--- config.mk ---
export PLATFORM = sky130hd
export DESIGN_NAME = shift_sub_divider
export DESIGN_NICKNAME = d
export VERILOG_FILES = /design/src/rtl/shift_sub_divider_pkg.sv /design/src/rtl/shift_sub_divider_rq_shift_reg.sv /design/src/rtl/shift_sub_divider.sv
export SDC_FILE = /design/constraint.sdc
export NUM_CORES = 1
export LEC_CHECK = 0
export CAP_MARGIN = 10
export CORE_ASPECT_RATIO = 0.7
export CORE_MARGIN = 2
export CORE_UTILIZATION = 48
export CTS_CLUSTER_DIAMETER = 50
export CTS_CLUSTER_SIZE = 30
export DETAILED_ROUTE_END_ITERATION = 8
export PLACE_DENSITY_LB_ADDON = 0.12
export SLEW_MARGIN = 5
export SYNTH_ARGS = -nofsm -noshare
export SYNTH_HDL_FRONTEND = slang
export SYNTH_SLANG_ARGS = --single-unit
export TNS_END_PERCENT = 5
--- constraint.sdc ---
create_clock -name clk -period 3.05 [get_ports clk]
set_input_delay 0.305 -clock clk [delete_from_list [all_inputs] [get_ports clk]]
set_output_delay 0.305 -clock clk [all_outputs]
set_load 0.02 [all_outputs]
--- src/rtl/shift_sub_divider_pkg.sv ---
// Shared types and sizing helpers for the shift/subtract restoring divider.
package shift_sub_divider_pkg;

    typedef enum logic [1:0] {
        IDLE = 2'd0,
        CALC = 2'd1,
        DONE = 2'd2
    } state_t;

    localparam int DIV_N = 8;
    localparam int CNT_W = $clog2(DIV_N + 1);

    // Counter must hold the value N itself, hence N+1 states.
    function automatic int cntWidth(input int n);
        return $clog2(n + 1);
    endfunction

endpackage

--- src/rtl/shift_sub_divider_rq_shift_reg.sv ---
// Combined {R,Q} register: parallel load, shift left by one, optional R replace and Q[0] insert.
module rq_shift_reg #(
    parameter int N = 8
) (
    input  logic           clk,
    input  logic           rst,
    input  logic           load_i,
    input  logic [2*N:0]   loadVal_i,
    input  logic           shift_i,
    input  logic           rReplace_i,
    input  logic [N:0]     rNew_i,
    input  logic           qBit_i,
    output logic [2*N:0]   rq_o
);

    logic [2*N:0] rq_q, rq_d;

    // Bits above R[N] are dropped on shift; R[N] is always 0 before a shift.
    always_comb begin
        rq_d = rq_q;
        if (load_i) begin
            rq_d = loadVal_i;
        end else if (shift_i) begin
            rq_d = {rq_q[2*N-1:0], 1'b0};
            if (rReplace_i) begin
                rq_d[2*N:N] = rNew_i;
            end
            rq_d[0] = qBit_i;
        end
    end

    always_ff @(posedge clk or posedge rst) begin
        if (rst) begin
            rq_q <= '0;
        end else begin
            rq_q <= rq_d;
        end
    end

    assign rq_o = rq_q;

endmodule

--- src/rtl/shift_sub_divider.sv ---
// Sequential restoring divider, one quotient bit per clock.
// Define SHIFT_SUB_DIVIDER_SIGNED_EN for two's-complement operands.
module shift_sub_divider
    import shift_sub_divider_pkg::*;
#(
    parameter int N = DIV_N
) (
    input  logic         clk,
    input  logic         rst,
    input  logic         start_i,
    input  logic [N-1:0] dividend_i,
    input  logic [N-1:0] divisor_i,
    output logic         busy_o,
    output logic         done_o,
    output logic [N-1:0] quotient_o,
    output logic [N-1:0] remainder_o,
    output logic         div_by_zero_o
);

    localparam int CW = cntWidth(N);

    state_t         state_q, state_d;
    logic [CW-1:0]  count_q, count_d;
    logic [N-1:0]   divisor_q, divisor_d;
    logic           divZero_q, divZero_d;
    logic [N-1:0]   quotient_q, quotient_d;
    logic [N-1:0]   remainder_q, remainder_d;
    logic           dbz_q, dbz_d;

    logic           rqLoad, rqShift;
    logic [2*N:0]   rqLoadVal, rq;
    logic [N:0]     rCur;
    logic [N-1:0]   qCur;
    logic [N+1:0]   shiftedR;
    logic [N:0]     diff;
    logic           ge;
    logic [N-1:0]   capDividend, capDivisor;

`ifdef SHIFT_SUB_DIVIDER_SIGNED_EN
    logic           negQ_q, negQ_d, negR_q, negR_d;
    // The core only ever sees magnitudes; signs are reapplied when results are latched.
    assign capDividend = dividend_i[N-1] ? -dividend_i : dividend_i;
    assign capDivisor  = divisor_i[N-1]  ? -divisor_i  : divisor_i;
`else
    assign capDividend = dividend_i;
    assign capDivisor  = divisor_i;
`endif

    assign rCur     = rq[2*N:N];
    assign qCur     = rq[N-1:0];
    assign shiftedR = {rCur, qCur[N-1]};
    assign ge       = shiftedR >= {2'b00, divisor_q};
    assign diff     = shiftedR[N:0] - {1'b0, divisor_q};

    rq_shift_reg #(.N(N)) uRq (
        .clk        (clk),
        .rst        (rst),
        .load_i     (rqLoad),
        .loadVal_i  (rqLoadVal),
        .shift_i    (rqShift),
        .rReplace_i (ge),
        .rNew_i     (diff),
        .qBit_i     (ge),
        .rq_o       (rq)
    );

    // Divide-by-zero runs one CALC cycle with the counter preset to N so its latency is 1.
    always_comb begin
        state_d     = state_q;
        count_d     = count_q;
        divisor_d   = divisor_q;
        divZero_d   = divZero_q;
        quotient_d  = quotient_q;
        remainder_d = remainder_q;
        dbz_d       = dbz_q;
        rqLoad      = 1'b0;
        rqShift     = 1'b0;
        rqLoadVal   = {{(N+1){1'b0}}, capDividend};
`ifdef SHIFT_SUB_DIVIDER_SIGNED_EN
        negQ_d      = negQ_q;
        negR_d      = negR_q;
`endif
        case (state_q)
            IDLE, DONE: begin
                if (start_i) begin
                    rqLoad    = 1'b1;
                    state_d   = CALC;
                    divisor_d = capDivisor;
`ifdef SHIFT_SUB_DIVIDER_SIGNED_EN
                    negQ_d    = dividend_i[N-1] ^ divisor_i[N-1];
                    negR_d    = dividend_i[N-1];
`endif
                    if (divisor_i == '0) begin
                        divZero_d = 1'b1;
                        count_d   = CW'(N);
                        rqLoadVal = {{(N+1){1'b0}}, dividend_i};
                    end else begin
                        divZero_d = 1'b0;
                        count_d   = '0;
                    end
                end else if (state_q == DONE) begin
                    state_d = IDLE;
                end
            end
            CALC: begin
                if (count_q == CW'(N)) begin
                    state_d = DONE;
                    if (divZero_q) begin
                        quotient_d  = '1;
                        remainder_d = qCur;
                        dbz_d       = 1'b1;
                    end else begin
`ifdef SHIFT_SUB_DIVIDER_SIGNED_EN
                        quotient_d  = negQ_q ? -qCur : qCur;
                        remainder_d = negR_q ? -rCur[N-1:0] : rCur[N-1:0];
`else
                        quotient_d  = qCur;
                        remainder_d = rCur[N-1:0];
`endif
                        dbz_d       = 1'b0;
                    end
                end else begin
                    rqShift = 1'b1;
                    count_d = count_q + 1'b1;
                end
            end
            default: state_d = IDLE;
        endcase
    end

    always_ff @(posedge clk or posedge rst) begin
        if (rst) begin
            state_q     <= IDLE;
            count_q     <= '0;
            divisor_q   <= '0;
            divZero_q   <= 1'b0;
            quotient_q  <= '0;
            remainder_q <= '0;
            dbz_q       <= 1'b0;
`ifdef SHIFT_SUB_DIVIDER_SIGNED_EN
            negQ_q      <= 1'b0;
            negR_q      <= 1'b0;
`endif
        end else begin
            state_q     <= state_d;
            count_q     <= count_d;
            divisor_q   <= divisor_d;
            divZero_q   <= divZero_d;
            quotient_q  <= quotient_d;
            remainder_q <= remainder_d;
            dbz_q       <= dbz_d;
`ifdef SHIFT_SUB_DIVIDER_SIGNED_EN
            negQ_q      <= negQ_d;
            negR_q      <= negR_d;
`endif
        end
    end

    assign busy_o        = (state_q == CALC) && !divZero_q;
    assign done_o        = (state_q == DONE);
    assign quotient_o    = quotient_q;
    assign remainder_o   = remainder_q;
    assign div_by_zero_o = dbz_q;

endmodule

# After elaboration in Yosys (flattened, before gate mapping)
# Cells that the tools add are included.
# totals
reg_bits,49
out_inout_bits,19
in_bits,19
# op_classes
muxes,19
n_eq_ne,7
order_cmp,1
reduce_logical,11
addsub,2
# ops
op,n
$mux W17,2
$mux W8,2
$mux W4,3
$ge A10 B8 Y1,1
$mux W9,1
$sub A9 B8 Y9,1
$logic_not A8 Y1,1
$pmux W4 S2,1
$mux W1,6
$mux W2,3
$ne A2 B2 Y1 const B,3
$reduce_and A2 Y1,3
$add A4 B1 Y4 const B,1
$eq A4 B4 Y1 const B,1
$pmux W2 S2,1
$reduce_bool A2 Y1,2
$ne A3 B3 Y1 const B,1
$reduce_and A3 Y1,1
$eq A2 B1 Y1 const B,1
$eq A2 B2 Y1 const B,1
$logic_not A2 Y1,1
$reduce_or A2 Y1,1
$logic_and A1 B1 Y1,1
$logic_not A1 Y1,1

# Longest topological paths before layout
# Gate-level depths: netlist of run 1.
# logic_depth
word_depth,5
ltp_mapped,9

# By module
# Synthesis of run 1 repeated with hierarchy kept, for this count alone.
# unflattened
hier_cells,290
hier_area_um2,2747.6
# by_module_without_submodules
module,cells_per_inst,instances,area_each_um2,seq_area_each_um2
shift_sub_divider,204,1,1825.5,800.8
rq_shift_reg,86,1,922.1,425.4

# Worst setup path before layout of run 1
# No wires, ideal clock.
# synth_path
kind,flip-flop to flip-flop
startpoint,reg uRq.rq_q[7] (netlist: uRq.rq_o[7])
endpoint,reg uRq.rq_q[9] (netlist: uRq.rq_o[9])
setup_time_ns,0.122
setup_slack_ns,0.917
synth_period_minus_slack_ns,2.133
stages_incl_launch_ff,10
arrival_ns,2.011
n_path_buf,1
required_time_ns,2.928
path_cell_list,dfrtp_1 > inv_1 > ha_1 > fa_1 > and2b_1 > o22ai_2 > a21oi_1 > buf_2 > o21ai_0 > a32o_1
# synth_between
elab_chain_cells,4
elab_cells_between_ends,5
# synth_lines
element,line_no,rtl
start: declaration,shift_sub_divider_rq_shift_reg.sv:16,"logic [2*N:0] rq_q, rq_d;"
start signal: assignment,shift_sub_divider_rq_shift_reg.sv:36,rq_q <= rq_d;
$sub A9 B8 Y9 / $ge A10 B8 Y1 (equally long branches),"shift_sub_divider.sv:53, shift_sub_divider.sv:52",
$mux W9 *,shift_sub_divider_rq_shift_reg.sv:25,if (rReplace_i) begin
$mux W17 *,shift_sub_divider_rq_shift_reg.sv:23,end else if (shift_i) begin
$mux W17 *,shift_sub_divider_rq_shift_reg.sv:21,if (load_i) begin
# Every way passes the cells marked *; elsewhere a longest branch is shown, timed or not. The select of a mux whose other input is x is not followed.
# A chain may end at the register's enable or synchronous reset.

# Worst setup path after layout of run 1
# layout_path
startpoint,reg uRq.rq_q[7] (netlist: uRq.rq_o[7])
endpoint,reg uRq.rq_q[13] (netlist: uRq.rq_o[13])
# The elaborated chain is that of the path after synthesis.

==> results.ini, run 1 <==
[routing]
wire_per_inst_um = 14.9
drcViolationCount = 0
wirelength_mm = 5.76
drtAntennaViolNets = 0
drt_iter0_markers = 119
via_count = 2071
vias_per_cell = 5.37
dr.pass1.iters = 4

[worst_setup_path]
critPathSlowestCell = a21oi_1
worstPathArrival_ns = 2.71
crit_start = uRq.rq_o[7]$_DFFE_PP0P_
reg2reg_slack_ns = 0.56
reg2reg_depth = 9
cp_max_fo = 8
cpPeakStageDelay_ns = 0.46
start_kind = register
critPathBufInv = 2
crit_family = compound AO/OA/AOI/OAI gates
r2r-end = uRq.rq_o[13]$_DFFE_PP0P_
cp-end-kind = register
worstReg2RegStart = uRq.rq_o[7]$_DFFE_PP0P_
required_ns = 3.28
path_class = reg2reg
path_cells = inv_1 > ha_1 > fa_1 > and2b_1 > o22ai_2 > a21oi_1 > buf_4 > o21ai_2 > o221ai_2

[global_routing]
grt_max_degree = 50
track_usage_pct = 20.6
gr-total-overflow = 0
grt_pass1_vias = 1934
antenna_found_initial = 0
grt_pass1_wl_mm = 9.66

[floorplanning]
fp.dieW_um = 92.0
io-pin-count = 38
dieArea_um2 = 6040
die_height_um = 65.6
core_um2 = 5230
start_util_pct = 49.8
num_rows = 22

[yosys]
synthCells = 279
synth_fp_nets = 309
yosysMostFrequentCell = dfrtp_1
synthTopCellsByArea = dfrtp_1, nand2_1, ha_1
synth_top_area_cell = dfrtp_1
async_flop_share_pct = 100
synth_flop_cell = dfrtp_1
synth-seq-cells = 49
synth_top_cell_area_share_pct = 47.1
synth_edf_count = 0
ys_top_cells_by_count = dfrtp_1, nand2_1, nor2_1
synth_warnings = 0
yosysUniqueCellTypes = 51
yosysSeqAreaShare_pct = 47.1
syn_area_um2 = 2600
avgSynthCellArea_um2 = 9.33

[sta]
hold_violations = 0
maxSlewViolCount = 0
timing.final.crit_period_ns = 2.49
tns_ns = 0
max_freq_mhz = 402
rsz0062_at_grt = false
setup_violations = 0
maxSlewHeadroom_pct = 31.9
worst_pin_slew_ns = 1.02
clock_skew_ns = 0.00755
fin_crit_sh_pct = 81.5

[run]
cap_viol_max_count = 0

[cts]
ctsResizeCount = 0
root_buffer = clkbuf_8
cts.clk_slew.worst_paths_ns = 0.09
cts.sinks = 49
htreeDepth = 2
post_cts_buffers = 0
cts_hold_buf = 0
cts_tree = built
insertion_delay_ns = 0.30
cts_buffers = 5
cts_buffer_depth = 2

[run_status]
outcome = completed

[pwr]
leakagePower_nw = 1.34
fin_total_pwr_mw = 4.05
seq_power_share_pct = 30.1
p_clk_share_pct = 10.1
p_int_mw = 2.25
p_sw_share_pct = 44.4
power.switching_mw = 1.80
peakVddDrop_v = 0.000571
power_frac_comb_pct = 59.8
powerDensity_nw_per_um2 = 1300

[final_layout]
stdcell_count = 386
finish.utilization_pct = 59.7
drive_gt1_share_pct = 8.60
nNetsFinal = 343
fill_cells = 471
area_growth_pct = 19.9
n_antenna_cell = 0

[hold_path]
hold_depth = 2
holdPathEnd = divisor_q[0]$_DFFE_PP0P_
min_from = divisor_q[0]$_DFFE_PP0P_
worstHoldPathType = reg2reg

[placed_design]
place_inst = 378
place_hpwl_mm = 4.08
gp_congestion = 0.816
port-buffer-count = 37

[metal layers]
metal / GRT usage (%) / vias to the layer above / wire length, µm
met3: 3.56 / 4 / 348
met2: 30.9 / 52 / 2410
met5: 0 / - / 0
met4: 4.48 / 0 / 29
met1: 31.4 / 979 / 2980
li1: - / 1036 / -
[registers in the layout, summed over array words and instances (netlist names)]
signal         count
divZero_q          1
count_q            4
state_q            2
uRq.rq_o          17
remainder_o        8
div_by_zero_o      1
quotient_o         8
divisor_q          8
[placed cells by master (no fill, tap or decap), types with 3 or more instances in the layout]
cell type,synthesis,final
a21oi_1,20,20
a22oi_1,6,6
buf_4,0,4
clkbuf_8,0,6
clkdlybuf4s50_1,0,37
dfrtp_1,49,49
ha_1,10,10
inv_1,15,14
mux2i_1,8,8
nand2_1,40,40
nand3_1,5,5
nand3b_1,3,3
nor2_1,32,31
nor2b_1,5,5
nor4_1,3,3
o211ai_1,4,4
o211ai_2,3,3
o21ai_0,16,16
xnor2_1,4,4
[logic make-up after synthesis]
kind of cell | share of synthesized area (%)
AND/OR/NAND/NOR | 18.0
AO/OA/AOI/OAI | 18.9
flip-flops | 47.1
buffers and inverters | 4.90
adder cells (fa/ha/maj) | 5.57
multiplexers | 3.51
XOR/XNOR | 2.02
[power groups by stage]
stage	Clock, mW	Sequential (mW)	Combinational (mW)
after floorplan	0	1.30	1.70
after global placement	0	1.22	2.37
after detailed placement	0	1.23	2.41
after CTS	0.414	1.22	2.43
after global routing	0.440	1.26	2.70
final	0.408	1.22	2.42
[worst max path at each step]
stage,endpoint,slack (ns),depth (start not counted)
after floorplan,uRq.rq_o[9]$_DFFE_PP0P_,0.92,9
after global placement,uRq.rq_o[13]$_DFFE_PP0P_,0.67,9
after detailed placement,uRq.rq_o[13]$_DFFE_PP0P_,0.59,9
after CTS,uRq.rq_o[13]$_DFFE_PP0P_,0.56,9
after global routing,uRq.rq_o[13]$_DFFE_PP0P_,0.40,9
final,uRq.rq_o[13]$_DFFE_PP0P_,0.56,9
[metrics by stage]
step | hold slack, ns | worst slack [ns] | instance area (µm²)
finish | 0.494 | 0.564 | 3120
global route | 0.536 | 0.398 | 3120
CTS | 0.497 | 0.560 | 3120
detailed placement | 0.472 | 0.587 | 3030
global placement | 0.473 | 0.668 | 3030
floorplan | 0.410 | 0.917 | 2600
[cell type report]
class                   instances  area (µm²)  area share [%]
clock buffers                   6        82.6            2.65
clock inverters                 2        13.8           0.441
inverters                      15        56.3            1.80
multi-input cells             201        1250            40.1
flip-flops and latches         49        1230            39.3
well taps                      72        90.1            2.89
repair buffers                 41         400            12.8
[tightest hold or removal path, cell delays in order, from the launching register on]
cell     delay (ns)
dfrtp_1        0.35
nand2_1        0.05
nand2_1        0.06
Note: power is estimated with default switching activity, not from simulation.
==> inputs of run 2 (changes only) <==
==> constraint.sdc (replaced) <==
create_clock -name clk -period 2.2 [get_ports clk]
set_input_delay 0.22 -clock clk [delete_from_list [all_inputs] [get_ports clk]]
set_output_delay 0.22 -clock clk [all_outputs]
set_load 0.02 [all_outputs]
==> run 2 against run 1 <==
  * First-iteration DRC count rose by 42%
  * Sequential power up 39%
  * Fmax up 17%
  * Critical path depth did not move
  * Setup slack got worse by 0.48 ns
  * Sequential share of layout area down 1.5 points
  * Routed wire length up 1.1%
  * Sequential cell count stayed put
  * Worst hold slack got worse by 0.10 ns
  * Die area is the same
  * Highest routed layer unchanged
  * Clock power grew 30%
  * Largest cell class unchanged
==> results.ini, run 2 (synthesis results as in run 1) <==
[run_status]
outcome = completed  ; unchanged

[routing]
drtAntennaViolNets = 0  ; unchanged
drt_iter0_markers = 169  ; was 119
via_count = 2100  ; was 2071
drcViolationCount = 0  ; unchanged
wire_per_inst_um = 14.6  ; was 14.9 µm
vias_per_cell = 5.28  ; was 5.37
dr.pass1.iters = 4  ; unchanged
wirelength_mm = 5.83  ; was 5.76 mm

[placed_design]
place_hpwl_mm = 4.14  ; was 4.08 mm
gp_congestion = 0.879  ; was 0.816
port-buffer-count = 37  ; unchanged

[floorplanning]
fp.dieW_um = 92.0  ; unchanged
num_rows = 22  ; unchanged
dieArea_um2 = 6040  ; unchanged
die_height_um = 65.6  ; unchanged
core_um2 = 5230  ; unchanged
start_util_pct = 49.8  ; unchanged
io-pin-count = 38  ; unchanged

[cts]
cts_tree = built  ; unchanged
cts_buffers = 5  ; unchanged
cts.clk_slew.worst_paths_ns = 0.10  ; was 0.09 ns
cts.sinks = 49  ; unchanged
insertion_delay_ns = 0.30  ; about the same
root_buffer = clkbuf_8  ; unchanged
cts_buffer_depth = 2  ; unchanged
cts_hold_buf = 0  ; unchanged
htreeDepth = 2  ; unchanged

[sta]
maxSlewHeadroom_pct = 53.7  ; was 31.9%
tns_ns = 0  ; unchanged
setup_violations = 0  ; unchanged
max_freq_mhz = 472  ; was 402 MHz
maxSlewViolCount = 0  ; unchanged
timing.final.crit_period_ns = 2.12  ; was 2.49 ns
fin_crit_sh_pct = 96.4  ; was 81.5%
clock_skew_ns = 0.00608  ; was 0.00755 ns
hold_violations = 0  ; unchanged
rsz0062_at_grt = true  ; was false
worst_pin_slew_ns = 0.688  ; was 1.02 ns

[global_routing]
antenna_found_initial = 0  ; unchanged
gr-total-overflow = 0  ; unchanged
track_usage_pct = 21.3  ; was 20.6%
grt_pass1_vias = 2081  ; was 1934
grt_pass1_wl_mm = 10.1  ; was 9.66 mm
grt_max_degree = 50  ; unchanged

[worst_setup_path]
required_ns = 2.39  ; was 3.28 ns
path_cells = inv_2 > ha_4 > fa_2 > and2b_2 > o22ai_4 > a21oi_2 > buf_4 > or3_1 > a32o_1  ; was inv_1 > ha_1 > fa_1 > and2b_1 > o22ai_2 > a21oi_1 > buf_4 > o21ai_2 > o221ai_2
cp_max_fo = 5  ; was 8
reg2reg_slack_ns = 0.08  ; was 0.56 ns
worstPathArrival_ns = 2.31  ; was 2.71 ns
r2r-end = uRq.rq_o[9]$_DFFE_PP0P_  ; was uRq.rq_o[13]$_DFFE_PP0P_
crit_family = simple AND/OR/NAND/NOR gates  ; was compound AO/OA/AOI/OAI gates
start_kind = register  ; unchanged
critPathBufInv = 2  ; unchanged
critPathSlowestCell = dfrtp_1  ; was a21oi_1
cpPeakStageDelay_ns = 0.40  ; was 0.46 ns
reg2reg_depth = 9  ; unchanged
cp-end-kind = register  ; unchanged
path_class = reg2reg  ; unchanged
worstReg2RegStart = uRq.rq_o[7]$_DFFE_PP0P_  ; unchanged

[final_layout]
fill_cells = 484  ; was 471
drive_gt1_share_pct = 14.1  ; was 8.60%
final_cell_mix = dfrtp_1, nand2_1, clkdlybuf4s50_1, nor2_1, a21oi_1  ; unchanged
finish.utilization_pct = 62.0  ; was 59.7%
area_growth_pct = 24.6  ; was 19.9%
largest_register_ffs = 17  ; unchanged
n_antenna_cell = 0  ; unchanged
final_common_cell = dfrtp_1  ; unchanged
nNetsFinal = 355  ; was 343

[hold_path]
worstHoldPathType = in2async  ; was reg2reg

[pwr]
leakagePower_nw = 1.39  ; was 1.34 nW
peakVddDrop_v = 0.000747  ; was 0.000571 V
powerDensity_nw_per_um2 = 1820  ; was 1300 nW/µm²

[run]
cap_viol_max_count = 0  ; unchanged

-- run 2: changes by cell type in the layout (fill, tap and decap cells not counted), sizes merged --
cell	delta
inv	+1
clkinvlp	+1
clkinv	-1
clkbuf	-1
buf	+12
-- run 2: worst max-delay path by stage --
stage	from	endpoint	slack, ns	depth (start not counted)
3_3_place_gp	uRq.rq_o[7]$_DFFE_PP0P_	uRq.rq_o[9]$_DFFE_PP0P_	0.1	9
3_5_place_dp	uRq.rq_o[7]$_DFFE_PP0P_	uRq.rq_o[9]$_DFFE_PP0P_	0.01	9
2_1_floorplan	uRq.rq_o[7]$_DFFE_PP0P_	uRq.rq_o[9]$_DFFE_PP0P_	0.07	9
5_1_grt	uRq.rq_o[7]$_DFFE_PP0P_	uRq.rq_o[9]$_DFFE_PP0P_	-0.02	9
4_1_cts	uRq.rq_o[7]$_DFFE_PP0P_	uRq.rq_o[9]$_DFFE_PP0P_	0.02	9
6_report	uRq.rq_o[7]$_DFFE_PP0P_	uRq.rq_o[9]$_DFFE_PP0P_	0.08	9
-- run 2: area by class of cell --
class	count	area, µm²	share of cell area, %
inverters	15	56.3	1.74
clock inverters	3	21.3	0.656
clock buffers	5	68.8	2.12
repair buffers	53	490	15.1
multi-input cells	201	1290	39.8
well taps	72	90.1	2.78
flip-flops and latches	49	1230	37.8
-- run 2: routing by layer --
metal  vias to the layer above  global-route usage, %  part of all wire (%)
met5                         -                      0                     0
met4                         0                   4.48                  0.45
met3                         2                   4.70                   3.6
met2                        43                   32.4                    44
met1                       998                   31.3                    52
li1                       1057                      -                     -
-- run 2: worst register-to-register path, stage by stage (launching register included) --
cell,delay (ns)
dfrtp_1,0.40
inv_2,0.08
ha_4,0.13
fa_2,0.20
and2b_2,0.25
o22ai_4,0.11
a21oi_2,0.09
buf_4,0.16
or3_1,0.34
a32o_1,0.25
-- run 2: through the flow --
step | total power [mW] | worst slack, ns | cells | instance area (µm²) | hold slack (ns)
after floorplan | 4.17 | 0.0673 | 279 | 2600 | 0.325
after global placement | 5.13 | 0.0979 | 386 | 3090 | 0.473
after detailed placement | 5.18 | 0.0109 | 386 | 3090 | 0.480
after CTS | 5.78 | 0.0224 | 395 | 3200 | 0.416
after global routing | 6.43 | -0.0181 | 398 | 3240 | 0.464
final | 5.90 | 0.0797 | 398 | 3240 | 0.390
-- run 2: what timing repair did --
| action | in CTS | in global routing |
|---|---|---|
| buffers inserted | 1 | 2 |
| cloned | 0 | 1 |
| setup endpoints to repair | 1 | 8 |
| pin swaps | 1 | 3 |
| gates resized for setup | 3 | 8 |
-- run 2: power by group --
group          switching [mW]  internal [mW]
clock network           0.306          0.226
registers               0.340           1.36
logic                    1.96           1.71
total                    2.60           3.30
==> inputs of run 3 (changes only) <==
--- a/config.mk
+++ b/config.mk
@@ -8,7 +8,7 @@
 export CAP_MARGIN = 10
 export CORE_ASPECT_RATIO = 0.7
 export CORE_MARGIN = 2
-export CORE_UTILIZATION = 48
+export CORE_UTILIZATION = 25
 export CTS_CLUSTER_DIAMETER = 50
 export CTS_CLUSTER_SIZE = 30
 export DETAILED_ROUTE_END_ITERATION = 8
==> run 3 against run 2 <==
  * Routed wire length grew 17%
  * Count of clock-buffer cells in the layout stayed put
  * Fmax rose by 1.5%
  * Worst hold slack worse by 0.18 ns
  * Critical path type unchanged
==> results.ini, run 3 (synthesis results as in run 1) <==
[cts]
cts_buffers = 5  ; unchanged
cts.clk_slew.worst_paths_ns = 0.07  ; was 0.10 ns
root_buffer = clkbuf_16  ; was clkbuf_8
cts_hold_buf = 0  ; unchanged
insertion_delay_ns = 0.29  ; was 0.30 ns
cts.sinks = 49  ; unchanged
cts_buffer_depth = 2  ; unchanged
htreeDepth = 2  ; unchanged
cts_tree = built  ; unchanged

[worst_setup_path]
cp-end-kind = register  ; unchanged
cp_max_fo = 10  ; was 5
start_kind = register  ; unchanged
worstPathArrival_ns = 2.27  ; was 2.31 ns
reg2reg_depth = 9  ; unchanged
path_class = reg2reg  ; unchanged
required_ns = 2.38  ; was 2.39 ns

[sta]
setup_violations = 0  ; unchanged
hold_violations = 0  ; unchanged
fin_crit_sh_pct = 94.9  ; was 96.4%
maxSlewViolCount = 0  ; unchanged
rsz0062_at_grt = false  ; was true
max_freq_mhz = 479  ; was 472 MHz
worst_pin_slew_ns = 0.427  ; was 0.688 ns
timing.final.crit_period_ns = 2.09  ; was 2.12 ns
clock_skew_ns = 0.00328  ; was 0.00608 ns
tns_ns = 0  ; unchanged
maxSlewHeadroom_pct = 71.6  ; was 53.7%

[run]
cap_viol_max_count = 0  ; unchanged

[floorplanning]
fp.dieW_um = 126  ; was 92.0 µm
io-pin-count = 38  ; unchanged
die_height_um = 89.4  ; was 65.6 µm
num_rows = 31  ; was 22
core_um2 = 10200  ; was 5230 µm²
dieArea_um2 = 11300  ; was 6040 µm²
start_util_pct = 25.4  ; was 49.8%

[final_layout]
final_common_cell = dfrtp_1  ; unchanged
n_antenna_cell = 0  ; unchanged
register_area_um2 = 1230  ; unchanged
multi_input_area_um2 = 1270  ; was 1290 µm²
nNetsFinal = 356  ; was 355
fill_cells = 1098  ; was 484
final_cell_mix = dfrtp_1, nand2_1, clkdlybuf4s50_1, nor2_1, a21oi_1  ; unchanged
fin_area_um2 = 3430  ; was 3240 µm²
largest_register_ffs = 17  ; unchanged
area_growth_pct = 31.8  ; was 24.6%
drive_gt1_share_pct = 14.1  ; about the same

[routing]
drt_iter0_markers = 93  ; was 169
wire_per_inst_um = 14.8  ; was 14.6 µm
drcViolationCount = 0  ; unchanged
dr.pass1.iters = 4  ; unchanged
drtAntennaViolNets = 0  ; unchanged
vias_per_cell = 4.53  ; was 5.28
wirelength_mm = 6.80  ; was 5.83 mm
via_count = 2080  ; was 2100

[global_routing]
grt_pass1_vias = 1987  ; was 2081
gr-total-overflow = 0  ; unchanged
track_usage_pct = 12.6  ; was 21.3%
grt_max_degree = 37  ; was 50
grt_pass1_wl_mm = 10.9  ; was 10.1 mm
antenna_found_initial = 0  ; unchanged

[pwr]
peakVddDrop_v = 0.000569  ; was 0.000747 V
leakagePower_nw = 1.44  ; was 1.39 nW
powerDensity_nw_per_um2 = 1850  ; was 1820 nW/µm²

[hold_path]
worstHoldPathType = in2async  ; unchanged

[placed_design]
gp_congestion = 0.758  ; was 0.879
port-buffer-count = 37  ; unchanged
placed_cell_area_um2 = 3200  ; was 3090 µm²
place_hpwl_mm = 5.02  ; was 4.14 mm

[run_status]
outcome = completed  ; unchanged

[run 3: repair_timing]
item / in CTS / in global routing
gates resized for setup: 0 / 8
buffers inserted: 0 / 1
endpoints found under the setup margin: 0 / 9
[run 3: per-stage QoR]
step / setup WS, ns / instances / util, % / hold slack (ns) / power, mW
global route: 0.0131 / 459 / 33.5 / 0.237 / 6.90
global placement: 0.0874 / 450 / 31.3 / 0.484 / 5.30
finish: 0.111 / 459 / 33.5 / 0.208 / 6.35
floorplan: 0.0673 / 279 / - / 0.325 / 4.17
detailed placement: 0.0124 / 450 / 31.3 / 0.490 / 5.29
CTS: 0.0118 / 458 / 33.2 / 0.220 / 6.33
[run 3: final timing paths]
path | from | endpoint | slack (ns)
max | uRq.rq_o[7]$_DFFE_PP0P_ | uRq.rq_o[9]$_DFFE_PP0P_ | 0.11
min | rst | divisor_q[6]$_DFFE_PP0P_ | 0.21
max reg2reg | uRq.rq_o[7]$_DFFE_PP0P_ | uRq.rq_o[9]$_DFFE_PP0P_ | 0.11
min reg2reg | count_q[3]$_DFFE_PP0P_ | count_q[3]$_DFFE_PP0P_ | 0.50
max in group asynchronous | rst | uRq.rq_o[9]$_DFFE_PP0P_ | 1.48
min in group clk | count_q[3]$_DFFE_PP0P_ | count_q[3]$_DFFE_PP0P_ | 0.50
[run 3: cell type report]
type | count | share of cell area [%]
Multi-Input combinational cell | 201 | 37.2
Sequential cell | 49 | 35.7
Timing Repair Buffer | 54 | 15.0
Tap cell | 132 | 4.81
Clock buffer | 5 | 3.65
Clock inverter | 3 | 2.01
Inverter | 15 | 1.64
[run 3: metal layers]
layer / global-route usage (%) / vias up / share of wire, %
met1: 19.8 / 976 / 57
met5: 0 / - / 0
met3: 3.29 / 2 / 3.8
met4: 1.80 / 0 / 0.37
met2: 17.4 / 39 / 38
li1: - / 1063 / -
[run 3: critical path: stages (launching register included)]
cell and delay [ns]:
dfrtp_1 0.39, inv_2 0.08, ha_4 0.14, fa_2 0.20, and2b_2 0.23, o22ai_2 0.12, a21oi_2 0.09, buf_6 0.15
or3_1 0.33, a32o_1 0.24
[run 3: report_power, final]
part | total (mW) | internal, mW | leakage (nW) | switching [mW]
combinational | 3.65 | 1.69 | 0.761 | 1.96
clock | 1.01 | 0.656 | 0.0944 | 0.353
sequential | 1.69 | 1.36 | 0.588 | 0.329
